===== config.mk =====
export PLATFORM = sky130hd
export DESIGN_NAME = controlador_mineria_flat
export DESIGN_NICKNAME = d
export VERILOG_FILES = /design/src/rtl/controlador_mineria_pkg.sv /design/src/rtl/controlador_mineria_if.sv /design/src/rtl/controlador_mineria_cargador_bytes.sv /design/src/rtl/controlador_mineria.sv /design/src/flat_wrapper.sv
export SDC_FILE = /design/constraint.sdc
export NUM_CORES = 1
export LEC_CHECK = 0
export CORE_MARGIN = 2
export CORE_UTILIZATION = 53
export CTS_CLUSTER_DIAMETER = 120
export DETAILED_ROUTE_END_ITERATION = 7
export GPL_TIMING_DRIVEN = 0
export MAX_ROUTING_LAYER = met4
export PLACE_DENSITY = 0.85
export SETUP_SLACK_MARGIN = 0.02
export SLEW_MARGIN = 5
export SYNTH_ARGS = -nofsm -noshare
export SYNTH_HDL_FRONTEND = slang
export SYNTH_HIERARCHICAL = 1
export SYNTH_SLANG_ARGS = --single-unit

===== constraint.sdc =====
create_clock -name clk -period 3 [get_ports clk]
set_input_delay 0.45 -clock clk [delete_from_list [all_inputs] [get_ports clk]]
set_output_delay 0.45 -clock clk [all_outputs]
set_load 0.005 [all_outputs]

===== src/rtl/controlador_mineria_pkg.sv =====
// Shared definitions for controlador_mineria.
//   - Controller state encoding (2-bit).
//   - Job layout: 12 block bytes followed by 1 target byte.
package controlador_mineria_pkg;

  localparam int unsigned NUM_BYTES_BLOQUE  = 12;
  localparam int unsigned NUM_BYTES_TRABAJO = 13;
  localparam int unsigned INDICE_W          = 4;

  typedef enum logic [1:0] {
    CARGA    = 2'd0,
    ARRANQUE = 2'd1,
    MINANDO  = 2'd2,
    ENTREGA  = 2'd3
  } estado_t;

endpackage


===== src/rtl/controlador_mineria_if.sv =====
// Job stream and result channel of controlador_mineria.
//   byte_in/byte_valid/byte_ready : byte-wide job stream (valid/ready)
//   resultado_valido/resultado_ack: result hold/acknowledge handshake
//   hash_out/ciclos_out/timeout   : result payload
// master = job producer / result consumer, slave = controller.
interface controlador_mineria_if #(
  parameter int unsigned CNT_W = 32
);
  logic [7:0]       byte_in;
  logic             byte_valid;
  logic             byte_ready;
  logic             resultado_valido;
  logic             resultado_ack;
  logic [23:0]      hash_out;
  logic [CNT_W-1:0] ciclos_out;
  logic             timeout;

  modport master (
    output byte_in, byte_valid, resultado_ack,
    input  byte_ready, resultado_valido, hash_out, ciclos_out, timeout
  );

  modport slave (
    input  byte_in, byte_valid, resultado_ack,
    output byte_ready, resultado_valido, hash_out, ciclos_out, timeout
  );
endinterface


===== src/rtl/controlador_mineria_cargador_bytes.sv =====
// Job byte loader: tracks the byte index and writes each accepted byte into
// the block register (byte 0 at [95:88]) or, for the 13th byte, the target.
// Ports:
//   clk, reset (async, active-low)
//   habilitado     : loader owns the stream (controller in CARGA, ready high)
//   byte_in/byte_valid : job stream
//   cancelar       : restart the job from byte 0 (written bytes are kept)
//   bloque_bytes, target : loaded job
//   carga_completa : 1-cycle pulse on the 13th accepted byte
module controlador_mineria_cargador_bytes
  import controlador_mineria_pkg::*;
(
  input  logic        clk,
  input  logic        reset,
  input  logic        habilitado,
  input  logic [7:0]  byte_in,
  input  logic        byte_valid,
  input  logic        cancelar,
  output logic [95:0] bloque_bytes,
  output logic [7:0]  target,
  output logic        carga_completa
);

  logic [INDICE_W-1:0] indice_q;
  logic [95:0]         bloque_q;
  logic [7:0]          target_q;
  logic                transferencia;

  // A cancel in the same cycle as an offered byte wins: the index restarts.
  assign transferencia  = habilitado & byte_valid & ~cancelar;
  assign carga_completa = transferencia & (indice_q == INDICE_W'(NUM_BYTES_TRABAJO - 1));

  always_ff @(posedge clk or negedge reset) begin
    if (!reset) begin
      indice_q <= '0;
      bloque_q <= '0;
      target_q <= '0;
    end else if (habilitado && cancelar) begin
      indice_q <= '0;
    end else if (transferencia) begin
      for (int i = 0; i < int'(NUM_BYTES_BLOQUE); i++) begin
        if (indice_q == INDICE_W'(i)) begin
          bloque_q[(NUM_BYTES_BLOQUE - 1 - i) * 8 +: 8] <= byte_in;
        end
      end
      if (carga_completa) begin
        target_q <= byte_in;
        indice_q <= '0;
      end else begin
        indice_q <= indice_q + INDICE_W'(1);
      end
    end
  end

  assign bloque_bytes = bloque_q;
  assign target       = target_q;

endmodule


===== src/rtl/controlador_mineria.sv =====
// Upstream sequencer for the hashing core: loads a 13-byte job, resets and
// starts the core, waits for terminado or MAX_CICLOS cycles, then holds the
// result until acknowledged.
// Ports:
//   clk, reset (async, active-low)
//   bus        : job stream + result channel (slave side)
//   cancelar   : abort the current job (pulse)
//   terminado, hash_in : from the core
//   bloque_bytes, target, inicio, reset_nucleo (active-low) : to the core
module controlador_mineria
  import controlador_mineria_pkg::*;
#(
  parameter int unsigned MAX_CICLOS = 1000,
  parameter int unsigned CNT_W      = 32
) (
  input  logic                 clk,
  input  logic                 reset,
  controlador_mineria_if.slave bus,
  input  logic                 cancelar,
  input  logic                 terminado,
  input  logic [23:0]          hash_in,
  output logic [95:0]          bloque_bytes,
  output logic [7:0]           target,
  output logic                 inicio,
  output logic                 reset_nucleo
);

  localparam logic [CNT_W-1:0] ULTIMO  = CNT_W'(MAX_CICLOS - 1);
  localparam logic [CNT_W-1:0] MAX_CNT = CNT_W'(MAX_CICLOS);

  estado_t          estado_q, estado_d;
  logic [CNT_W-1:0] contador_q, contador_d;
  logic [CNT_W-1:0] ciclos_q, ciclos_d;
  logic [23:0]      hash_q, hash_d;
  logic             timeout_q, timeout_d;
  logic             valido_q, valido_d;
  logic             carga_completa;

  controlador_mineria_cargador_bytes u_cargador (
    .clk            (clk),
    .reset          (reset),
    .habilitado     (estado_q == CARGA),
    .byte_in        (bus.byte_in),
    .byte_valid     (bus.byte_valid),
    .cancelar       (cancelar),
    .bloque_bytes   (bloque_bytes),
    .target         (target),
    .carga_completa (carga_completa)
  );

  always_comb begin
    estado_d   = estado_q;
    contador_d = contador_q;
    ciclos_d   = ciclos_q;
    hash_d     = hash_q;
    timeout_d  = timeout_q;
    valido_d   = valido_q;
    unique case (estado_q)
      CARGA: begin
        if (carga_completa) estado_d = ARRANQUE;
      end
      ARRANQUE: begin
        contador_d = '0;
        timeout_d  = 1'b0;
        estado_d   = MINANDO;
      end
      MINANDO: begin
        // Saturating: never wraps even if MAX_CICLOS is near 2^CNT_W.
        if (contador_q != '1) contador_d = contador_q + CNT_W'(1);
        if (cancelar) begin
          estado_d = CARGA;
        end else if (terminado) begin
          hash_d    = hash_in;
          ciclos_d  = contador_q;
          timeout_d = 1'b0;
          valido_d  = 1'b1;
          estado_d  = ENTREGA;
        end else if (contador_q == ULTIMO) begin
          hash_d    = '0;
          ciclos_d  = MAX_CNT;
          timeout_d = 1'b1;
          valido_d  = 1'b1;
          estado_d  = ENTREGA;
        end
      end
      ENTREGA: begin
        if (bus.resultado_ack) begin
          valido_d = 1'b0;
          estado_d = CARGA;
        end
      end
      default: estado_d = CARGA;
    endcase
  end

  always_ff @(posedge clk or negedge reset) begin
    if (!reset) begin
      estado_q   <= CARGA;
      contador_q <= '0;
      ciclos_q   <= '0;
      hash_q     <= '0;
      timeout_q  <= 1'b0;
      valido_q   <= 1'b0;
    end else begin
      estado_q   <= estado_d;
      contador_q <= contador_d;
      ciclos_q   <= ciclos_d;
      hash_q     <= hash_d;
      timeout_q  <= timeout_d;
      valido_q   <= valido_d;
    end
  end

  // Straight decodes of the state register; the core reset is also held low
  // while the controller itself is in reset.
  assign bus.byte_ready       = (estado_q == CARGA);
  assign inicio               = (estado_q == MINANDO);
  assign reset_nucleo         = reset & (estado_q != ARRANQUE);
  assign bus.resultado_valido = valido_q;
  assign bus.hash_out         = hash_q;
  assign bus.ciclos_out       = ciclos_q;
  assign bus.timeout          = timeout_q;

endmodule


===== src/flat_wrapper.sv =====
// flat-port wrapper written by rule: the top's interface ports become plain ports
module controlador_mineria_flat import controlador_mineria_pkg::*;
#(
  parameter int unsigned MAX_CICLOS = 1000,
  parameter int unsigned CNT_W      = 32
)
  (clk, reset, cancelar, terminado, hash_in, bloque_bytes, target, inicio, reset_nucleo, bus_byte_in, bus_byte_valid, bus_resultado_ack, bus_byte_ready, bus_resultado_valido, bus_hash_out, bus_ciclos_out, bus_timeout);
  controlador_mineria_if #(.CNT_W(CNT_W)) bus_i ();
  input  logic clk;
  input  logic reset;
  input  logic cancelar;
  input  logic terminado;
  input  logic [23:0] hash_in;
  output logic [95:0] bloque_bytes;
  output logic [7:0] target;
  output logic inicio;
  output logic reset_nucleo;
  input wire logic [$bits(bus_i.byte_in)-1:0] bus_byte_in;
  input wire logic [$bits(bus_i.byte_valid)-1:0] bus_byte_valid;
  input wire logic [$bits(bus_i.resultado_ack)-1:0] bus_resultado_ack;
  output wire logic [$bits(bus_i.byte_ready)-1:0] bus_byte_ready;
  output wire logic [$bits(bus_i.resultado_valido)-1:0] bus_resultado_valido;
  output wire logic [$bits(bus_i.hash_out)-1:0] bus_hash_out;
  output wire logic [$bits(bus_i.ciclos_out)-1:0] bus_ciclos_out;
  output wire logic [$bits(bus_i.timeout)-1:0] bus_timeout;
  assign bus_i.byte_in = bus_byte_in;
  assign bus_i.byte_valid = bus_byte_valid;
  assign bus_i.resultado_ack = bus_resultado_ack;
  assign bus_byte_ready = bus_i.byte_ready;
  assign bus_resultado_valido = bus_i.resultado_valido;
  assign bus_hash_out = bus_i.hash_out;
  assign bus_ciclos_out = bus_i.ciclos_out;
  assign bus_timeout = bus_i.timeout;
  controlador_mineria #(.MAX_CICLOS(MAX_CICLOS), .CNT_W(CNT_W)) u_core (.clk(clk), .reset(reset), .bus(bus_i), .cancelar(cancelar), .terminado(terminado), .hash_in(hash_in), .bloque_bytes(bloque_bytes), .target(target), .inicio(inicio), .reset_nucleo(reset_nucleo));
endmodule

==> results of run 1 <==
power groups by stage:
stage,logic (µW),registers (µW),clock network [µW]
finish,2720,3720,2380
global route,2940,3790,2540
CTS,2740,3720,2420
detailed placement,2720,3760,0
global placement,2620,3720,0
floorplan,1070,3730,0
Yosys cell counts, drive strengths merged, types with 3 or more instances:
master	n
nor4	9
nor3	16
clkbuf	24
and4	3
mux2	106
o22a	5
dfrtp	200
nand2	41
o31ai	3
o311ai	4
a22o	51
nand4	19
a31oi	3
mux2i	19
nand2b	8
nor2	15
inv	11
o211ai	4
or4	3
and3	12
nand3	17
o41ai	3
ha	10
o21ai	5
a21oi	4
o31a	3
buf	16
registers in the layout, summed over array words and instances, names as in the netlist:
| name | count |
|---|---|
| u_core/u_cargador/bloque_bytes | 96 |
| u_core/bus.ciclos_out | 32 |
| u_core/contador_q | 32 |
| u_core/bus.hash_out | 24 |
| u_core/u_cargador/target | 8 |
| u_core/u_cargador/indice_q | 4 |
| u_core/estado_q | 2 |
| u_core/bus.resultado_valido | 1 |
| u_core/bus.timeout | 1 |
kinds of logic after synthesis:
group,count (synthesis)
fa+ha+maj,10
compound gates,98
mux,125
buf+inv,52
simple gates,152
flops,200
per-layer routing:
layer	vias up	global-route usage (%)
met3	51	4.805
met2	302	42.34
li1	2809	-
met1	3138	34.28
met5	-	-
met4	0	8.949
stage by stage:
step / utilization [%] / worst slack [ns]
after floorplan: - / 0.9061
after global placement: 68.34 / -6.337
after detailed placement: 68.54 / 0.06169
after CTS: 72.39 / 0.03396
after global routing: 72.42 / 0.1611
final: 72.42 / 0.2488
worst register-to-register path, delay by kind of cell (launching register included):
| kind | cells | cell delay (ns) |
|---|---|---|
| AO/OA/AOI/OAI | 1 | 0.24 |
| adder cells (fa/ha/maj) | 1 | 0.36 |
| buffers and inverters | 3 | 0.96 |
| flip-flops | 1 | 0.43 |
| AND/OR/NAND/NOR | 1 | 0.70 |
path summary, 6_finish.rpt:
| kind | start | end | slack, ns | cells after the start |
|---|---|---|---|---|
| setup / recovery | u_core/estado_q[0]$_DFFE_PN0P_ | u_core/bus.hash_out[4]$_DFFE_PN0P_ | 0.25 | 6 |
| hold / removal | reset | u_core/u_cargador/bloque_bytes[92]$_DFFE_PN0P_ | 0.02 | 1 |
| setup reg to reg | u_core/estado_q[0]$_DFFE_PN0P_ | u_core/bus.hash_out[4]$_DFFE_PN0P_ | 0.25 | 6 |
| hold reg to reg | u_core/u_cargador/bloque_bytes[91]$_DFFE_PN0P_ | u_core/u_cargador/bloque_bytes[91]$_DFFE_PN0P_ | 0.49 | 1 |
| max in group asynchronous | reset | u_core/bus.hash_out[12]$_DFFE_PN0P_ | 1.98 | 2 |
| min in group clk | u_core/u_cargador/bloque_bytes[91]$_DFFE_PN0P_ | u_core/u_cargador/bloque_bytes[91]$_DFFE_PN0P_ | 0.49 | 1 |
final cells by class:
class	count	area (µm²)
timing repair buffer	203	2054
sequential	200	5005
fill	1068	4349
inverter	12	45.04
buffer	40	210.2
clock inverter	11	173.9
tap	216	270.3
multi-input combinational	385	3229
clock buffer	19	432.9
==> out/metrics.yaml, run 1 <==
run_status: "complete, no violations"
cts_inserted_buffers: 17
grt_overflow_total: 0
timing.critical_path.arrival_ns: 3.11
dr_total_vias: 6300
io_pins: 203
detail_route.wl_per_cell_um: 19.96
postSynthCellCount: 637
final_hold_slack_ns: 0.02290
setup_violations: 0
std_cell_rows: 46
synth_fa_ha_area_share_pct: 1.475
ordered_cell_list_for_the_critical_path: "inv_1 > ha_1 > clkinv_1 > nor3_2 > clkbuf_1 > a22o_1"
path_class: "register to register"
met2RoutedLength_um: 10780
vias_in_the_first_global_route: 6299
finalWeightedCongestion: 0.9112
synthTopCellsByArea: "sky130_fd_sc_hd__dfrtp_1 (59%), sky130_fd_sc_hd__mux2_2 (13%), sky130_fd_sc_hd__a22o_1 (5.3%), sky130_fd_sc_hd__mux2i_1 (2.2%), sky130_fd_sc_hd__nand2_1 (1.8%)"
design_power_total_uw: 8828
cts.htree.levels: 4
crit_path_max_fanout: 10
synth-xor-area-share_pct: 0
placedCellCount: 1056
holdCritPathClass: "input port to async pin"
synth-async-reset-ratio_pct: 100.0
p_int_uw: 6369
timing.critical_path.to_type: "register"
seq_power_share_pct: 42.1
synth.yosys.seq_area_share_pct: 58.99
hold_viol: 0
n_antenna_cell: 0
power.net_switching_uw: 2460
timing.final.crit_share_pct: 91.71
worst_path_dominant_cell_family: "buffers and inverters"
track_usage_pct: 26.37
final_cells: 1086
finalClockSkew_ns: 0.01106
cts-resized-gates: 0
wl_met1_um: 9065
timing.critical_path.buf_inv: 3
post-cts-setup-buffer-count: 0
start_kind: "register"
synth_seq_cells: 200
clock_insertion_delay_worst_skew_ns: 0.43
power.share.switching_pct: 27.86
leakage_power_figure_uw: 0.005246
max_slew.worst_pin.slew_ns: 0.8509
dp_hpwl_um: 15040
syn2layout_area_growth_pct: 34.61
route.detailed.vias_per_inst: 5.801
clock-root-buffer: "sky130_fd_sc_hd__clkbuf_16"
cts_hold_buffers: 0
dieHeight_um: 130.5
number_of_enable_flip_flop_cells_after_synthesis: 0
yosys.cell_types.count: 56
die_area_um2: 17040
setup-tns-final_ns: 0
synth_flop_cell: "sky130_fd_sc_hd__dfrtp_1"
final_net_count: 907
fmaxAchievable_mhz: 363.5
tritoncts_clock_tree: "done"
ctsLongestPathBuffers: 2
synth_top_area_share_pct: 58.99
yosys-mux-area-fraction_pct: 16.66
cts_sinks: 200
dominant_combinational_cell_family_by_area_after_synthesis: "multiplexers"
share_of_layout_cells_above_drive_strength_1_pct: 19.89
synth_area_um2: 8484
post-route-drc-count: 0
critical_path.max_stage_delay_ns: 0.70
wirelength_um: 21680
grt_start_max_net_pins: 113
avgSynthCellArea_um2: 13.32
required_time_of_the_worst_setup_path_ns: 3.36
synth_simple_gate_area_share_pct: 10.20
route.antenna.remaining_nets: 0
grt_setup_unrepaired: "no"
port_buffers: 202
grt_antenna_before_repair: 0
synth_area_leader_cell: "sky130_fd_sc_hd__dfrtp_1"
start_util_pct: 53.80
core_region_area_um2: 15770
power.density_nw_per_um2: 773.0
vdd_ir_drop_max_uv: 495.7
final-max-slew-violation-count: 0
mostFrequentLayoutCells: "sky130_fd_sc_hd__clkdlybuf4s50_1 (201), sky130_fd_sc_hd__dfrtp_1 (200), sky130_fd_sc_hd__mux2_2 (97), sky130_fd_sc_hd__a22o_1 (51), sky130_fd_sc_hd__nand2_1 (40)"
yosys_warning_total: 6
first_iter_violations: 632
cpMaxStageDelayCell: "sky130_fd_sc_hd__nor3_2"
timing.slew.headroom_pct: 42.97
detailedRoute.firstPassIterationCount: 6
final_cell_area_um2: 11420
grt_first_pass_wirelength_um: 33760
power.clock.fraction_pct: 27.0
cts.clk_slew.worst_paths_ns: 0.07
die-width_um: 130.5
dr.max_layer_used: "met4"
synth-compound-area-share_pct: 9.659
detailroute.wirelength.met3_um: 1307
combinational_power_share_pct: 30.9
postSynthNetCount: 685
final_common_cell: "sky130_fd_sc_hd__clkdlybuf4s50_1"
placement.cell_area_um2: 10810
max_cap_violations: 0
period_minus_slack_ns: 2.751
No activity file was read; power rests on OpenSTA's default activity.
==> run 2, diff against run 1 <==
--- a/config.mk
+++ b/config.mk
@@ -5,6 +5,7 @@
 export SDC_FILE = /design/constraint.sdc
 export NUM_CORES = 1
 export LEC_CHECK = 0
+export CAP_MARGIN = 25
 export CORE_MARGIN = 2
 export CORE_UTILIZATION = 53
 export CTS_CLUSTER_DIAMETER = 120
==> run 2 against run 1 <==
Against the previous run:
- design area stayed put
- sequential cell count stayed put
- sequential power hardly changed
- total power hardly changed
- first-iteration DRC count is 11% higher
- die area stayed put
- final cell count hardly changed
- maximum frequency is 1.9% lower
- critical path depth is 1 higher
- utilization stayed put
- register-to-register slack worse by 0.05 ns
==> out/metrics.yaml, run 2 (synthesized netlist as in run 1, its figures left out) <==
path_class: "register to register"
vdd_ir_drop_max_uv: 495.8
die-width_um: 130.5
std_cell_rows: 46
power.clock.fraction_pct: 27.1
power.net_switching_uw: 2466
core_region_area_um2: 15770
cts-resized-gates: 0
p_int_uw: 6369
grt_overflow_total: 0
share_of_layout_cells_above_drive_strength_1_pct: 19.86
tritoncts_clock_tree: "done"
mostFrequentLayoutCells: "sky130_fd_sc_hd__clkdlybuf4s50_1 (201), sky130_fd_sc_hd__dfrtp_1 (200), sky130_fd_sc_hd__mux2_2 (97), sky130_fd_sc_hd__a22o_1 (51), sky130_fd_sc_hd__nand2_1 (40)"
critical_path.max_stage_delay_ns: 0.51
timing.final.crit_share_pct: 93.48
track_usage_pct: 26.37
post-route-drc-count: 0
wirelength_um: 21630
ordered_cell_list_for_the_critical_path: "inv_1 > ha_1 > clkinv_1 > nor3_1 > buf_2 > clkbuf_1 > a22o_1"
cts_inserted_buffers: 17
fin_util_pct: 72.42
design_power_total_uw: 8835
route.antenna.remaining_nets: 0
rr_worst_depth: 7
start_kind: "register"
max_cap_violations: 0
setup_violations: 0
dieHeight_um: 130.5
regToRegEndpoint: "u_core/bus.hash_out[4]$_DFFE_PN0P_"
worst_r2r_startpoint: "u_core/estado_q[0]$_DFFE_PN0P_"
cpMaxStageDelayCell: "sky130_fd_sc_hd__nor3_1"
dp_hpwl_um: 15040
timing.critical_path.to_type: "register"
grt_start_max_net_pins: 113
finalClockSkew_ns: 0.009458
combinational_power_share_pct: 30.8
period_minus_slack_ns: 2.804
clock_insertion_delay_worst_skew_ns: 0.43
grt_first_pass_wirelength_um: 33760
dr_total_vias: 6383
n_antenna_cell: 0
power.share.switching_pct: 27.91
multi_input_area_um2: 3224
grt_setup_unrepaired: "no"
seq_area_um2: 5005
clock-root-buffer: "sky130_fd_sc_hd__clkbuf_16"
largest_register_ffs: 96
power.density_nw_per_um2: 773.6
final-max-slew-violation-count: 0
leakage_power_figure_uw: 0.005250
detail_route.wl_per_cell_um: 19.90
endpoint: "u_core/bus.hash_out[4]$_DFFE_PN0P_"
port_buffers: 202
final_net_count: 908
start_util_pct: 53.80
finalWeightedCongestion: 0.9112
io_pins: 203
detailedRoute.firstPassIterationCount: 5
cts.htree.levels: 4
run_status: "complete, no violations"
post-place-ws_ns: 0.06169
holdCritPathClass: "input port to async pin"
die_area_um2: 17040
ctsLongestPathBuffers: 2
fillCellCount: 1066
worst-r2r-setup-slack_ns: 0.20
hold_viol: 0
grt_antenna_before_repair: 0
timing.critical_path.arrival_ns: 3.17
first_iter_violations: 700
post-cts-setup-buffer-count: 0
cts.clk_slew.worst_paths_ns: 0.07
required_time_of_the_worst_setup_path_ns: 3.36
vias_in_the_first_global_route: 6299
final.setup.worst_slack_ns: 0.1955
fmaxAchievable_mhz: 356.6
critPathLaunch: "u_core/estado_q[0]$_DFFE_PN0P_"
cts_sinks: 200
route.detailed.vias_per_inst: 5.872
syn2layout_area_growth_pct: 34.61
seq_power_share_pct: 42.1
final_common_cell: "sky130_fd_sc_hd__clkdlybuf4s50_1"
timing.slew.headroom_pct: 42.84
cts_hold_buffers: 0
max_slew.worst_pin.slew_ns: 0.8528
crit_path_max_fanout: 10
run 2: cell types whose count changed in the layout (fill, tap and decap cells not counted):
cell	before	now
sky130_fd_sc_hd__nor3_2	7	6
sky130_fd_sc_hd__nor3_1	9	10
sky130_fd_sc_hd__buf_2	10	11
run 2: through the flow:
| step | cells | instance area (µm²) | hold slack [ns] | TNS [ns] |
|---|---|---|---|---|
| floorplan | 637 | 8484 | 0.1544 | 0 |
| global placement | 1055 | 10780 | 0.4766 | -1270.74 |
| detailed placement | 1056 | 10810 | 0.4799 | 0 |
| CTS | 1086 | 11420 | 0.04113 | 0 |
| global route | 1087 | 11420 | 0.06931 | 0 |
| finish | 1087 | 11420 | 0.02177 | 0 |
run 2: worst min-delay path by stage:
stage	startpoint	endpoint	slack [ns]	depth (start not counted)
global placement	u_core/bus.ciclos_out[8]$_DFFE_PN0P_	u_core/bus.ciclos_out[8]$_DFFE_PN0P_	0.48	1
global route	reset	u_core/u_cargador/bloque_bytes[67]$_DFFE_PN0P_	0.07	1
CTS	reset	u_core/u_cargador/bloque_bytes[94]$_DFFE_PN0P_	0.04	1
floorplan	reset	u_core/bus.ciclos_out[0]$_DFFE_PN0P_	0.15	0
finish	reset	u_core/u_cargador/bloque_bytes[92]$_DFFE_PN0P_	0.02	1
detailed placement	u_core/u_cargador/bloque_bytes[91]$_DFFE_PN0P_	u_core/u_cargador/bloque_bytes[91]$_DFFE_PN0P_	0.48	1
run 2: worst max-delay path, delay by kind of cell, from the launching register on:
kind / cells / cell delay, ns
fa+ha+maj: 1 / 0.36
buf+inv: 4 / 1.19
flops: 1 / 0.43
simple gates: 1 / 0.51
compound gates: 1 / 0.24
run 2: power groups by stage:
stage / combinational [µW] / sequential [µW] / clock (µW)
final: 2720 / 3720 / 2390
after global routing: 2940 / 3790 / 2540
after CTS: 2740 / 3720 / 2420
after detailed placement: 2720 / 3760 / 0
after global placement: 2620 / 3720 / 0
after floorplan: 1070 / 3730 / 0
run 2: area by class of cell:
| class | count | area share, % |
|---|---|---|
| Inverter | 12 | 0.3944 |
| Sequential cell | 200 | 43.82 |
| Clock inverter | 11 | 1.523 |
| Timing Repair Buffer | 204 | 18.03 |
| Clock buffer | 19 | 3.791 |
| Buffer | 40 | 1.840 |
| Multi-Input combinational cell | 385 | 28.23 |
| Tap cell | 216 | 2.366 |
run 2: layer usage:
layer  track usage, %  up-vias  routed length [µm]  share of wire [%]
met4            8.949        0                 486                2.2
met1            34.28     3225                9157                 42
met5                -        -                   0                  0
met3            4.805       45                1195                5.5
li1                 -     2814                   -                  -
met2            42.34      299               10790                 50
==> run 3, diff against run 2 <==
--- a/config.mk
+++ b/config.mk
@@ -9,6 +9,7 @@
 export CORE_MARGIN = 2
 export CORE_UTILIZATION = 53
 export CTS_CLUSTER_DIAMETER = 120
+export CTS_CLUSTER_SIZE = 28
 export DETAILED_ROUTE_END_ITERATION = 7
 export GPL_TIMING_DRIVEN = 0
 export MAX_ROUTING_LAYER = met4
==> results of run 3 <==
The final DEF is identical to that of run 2; final timing and power are the same.
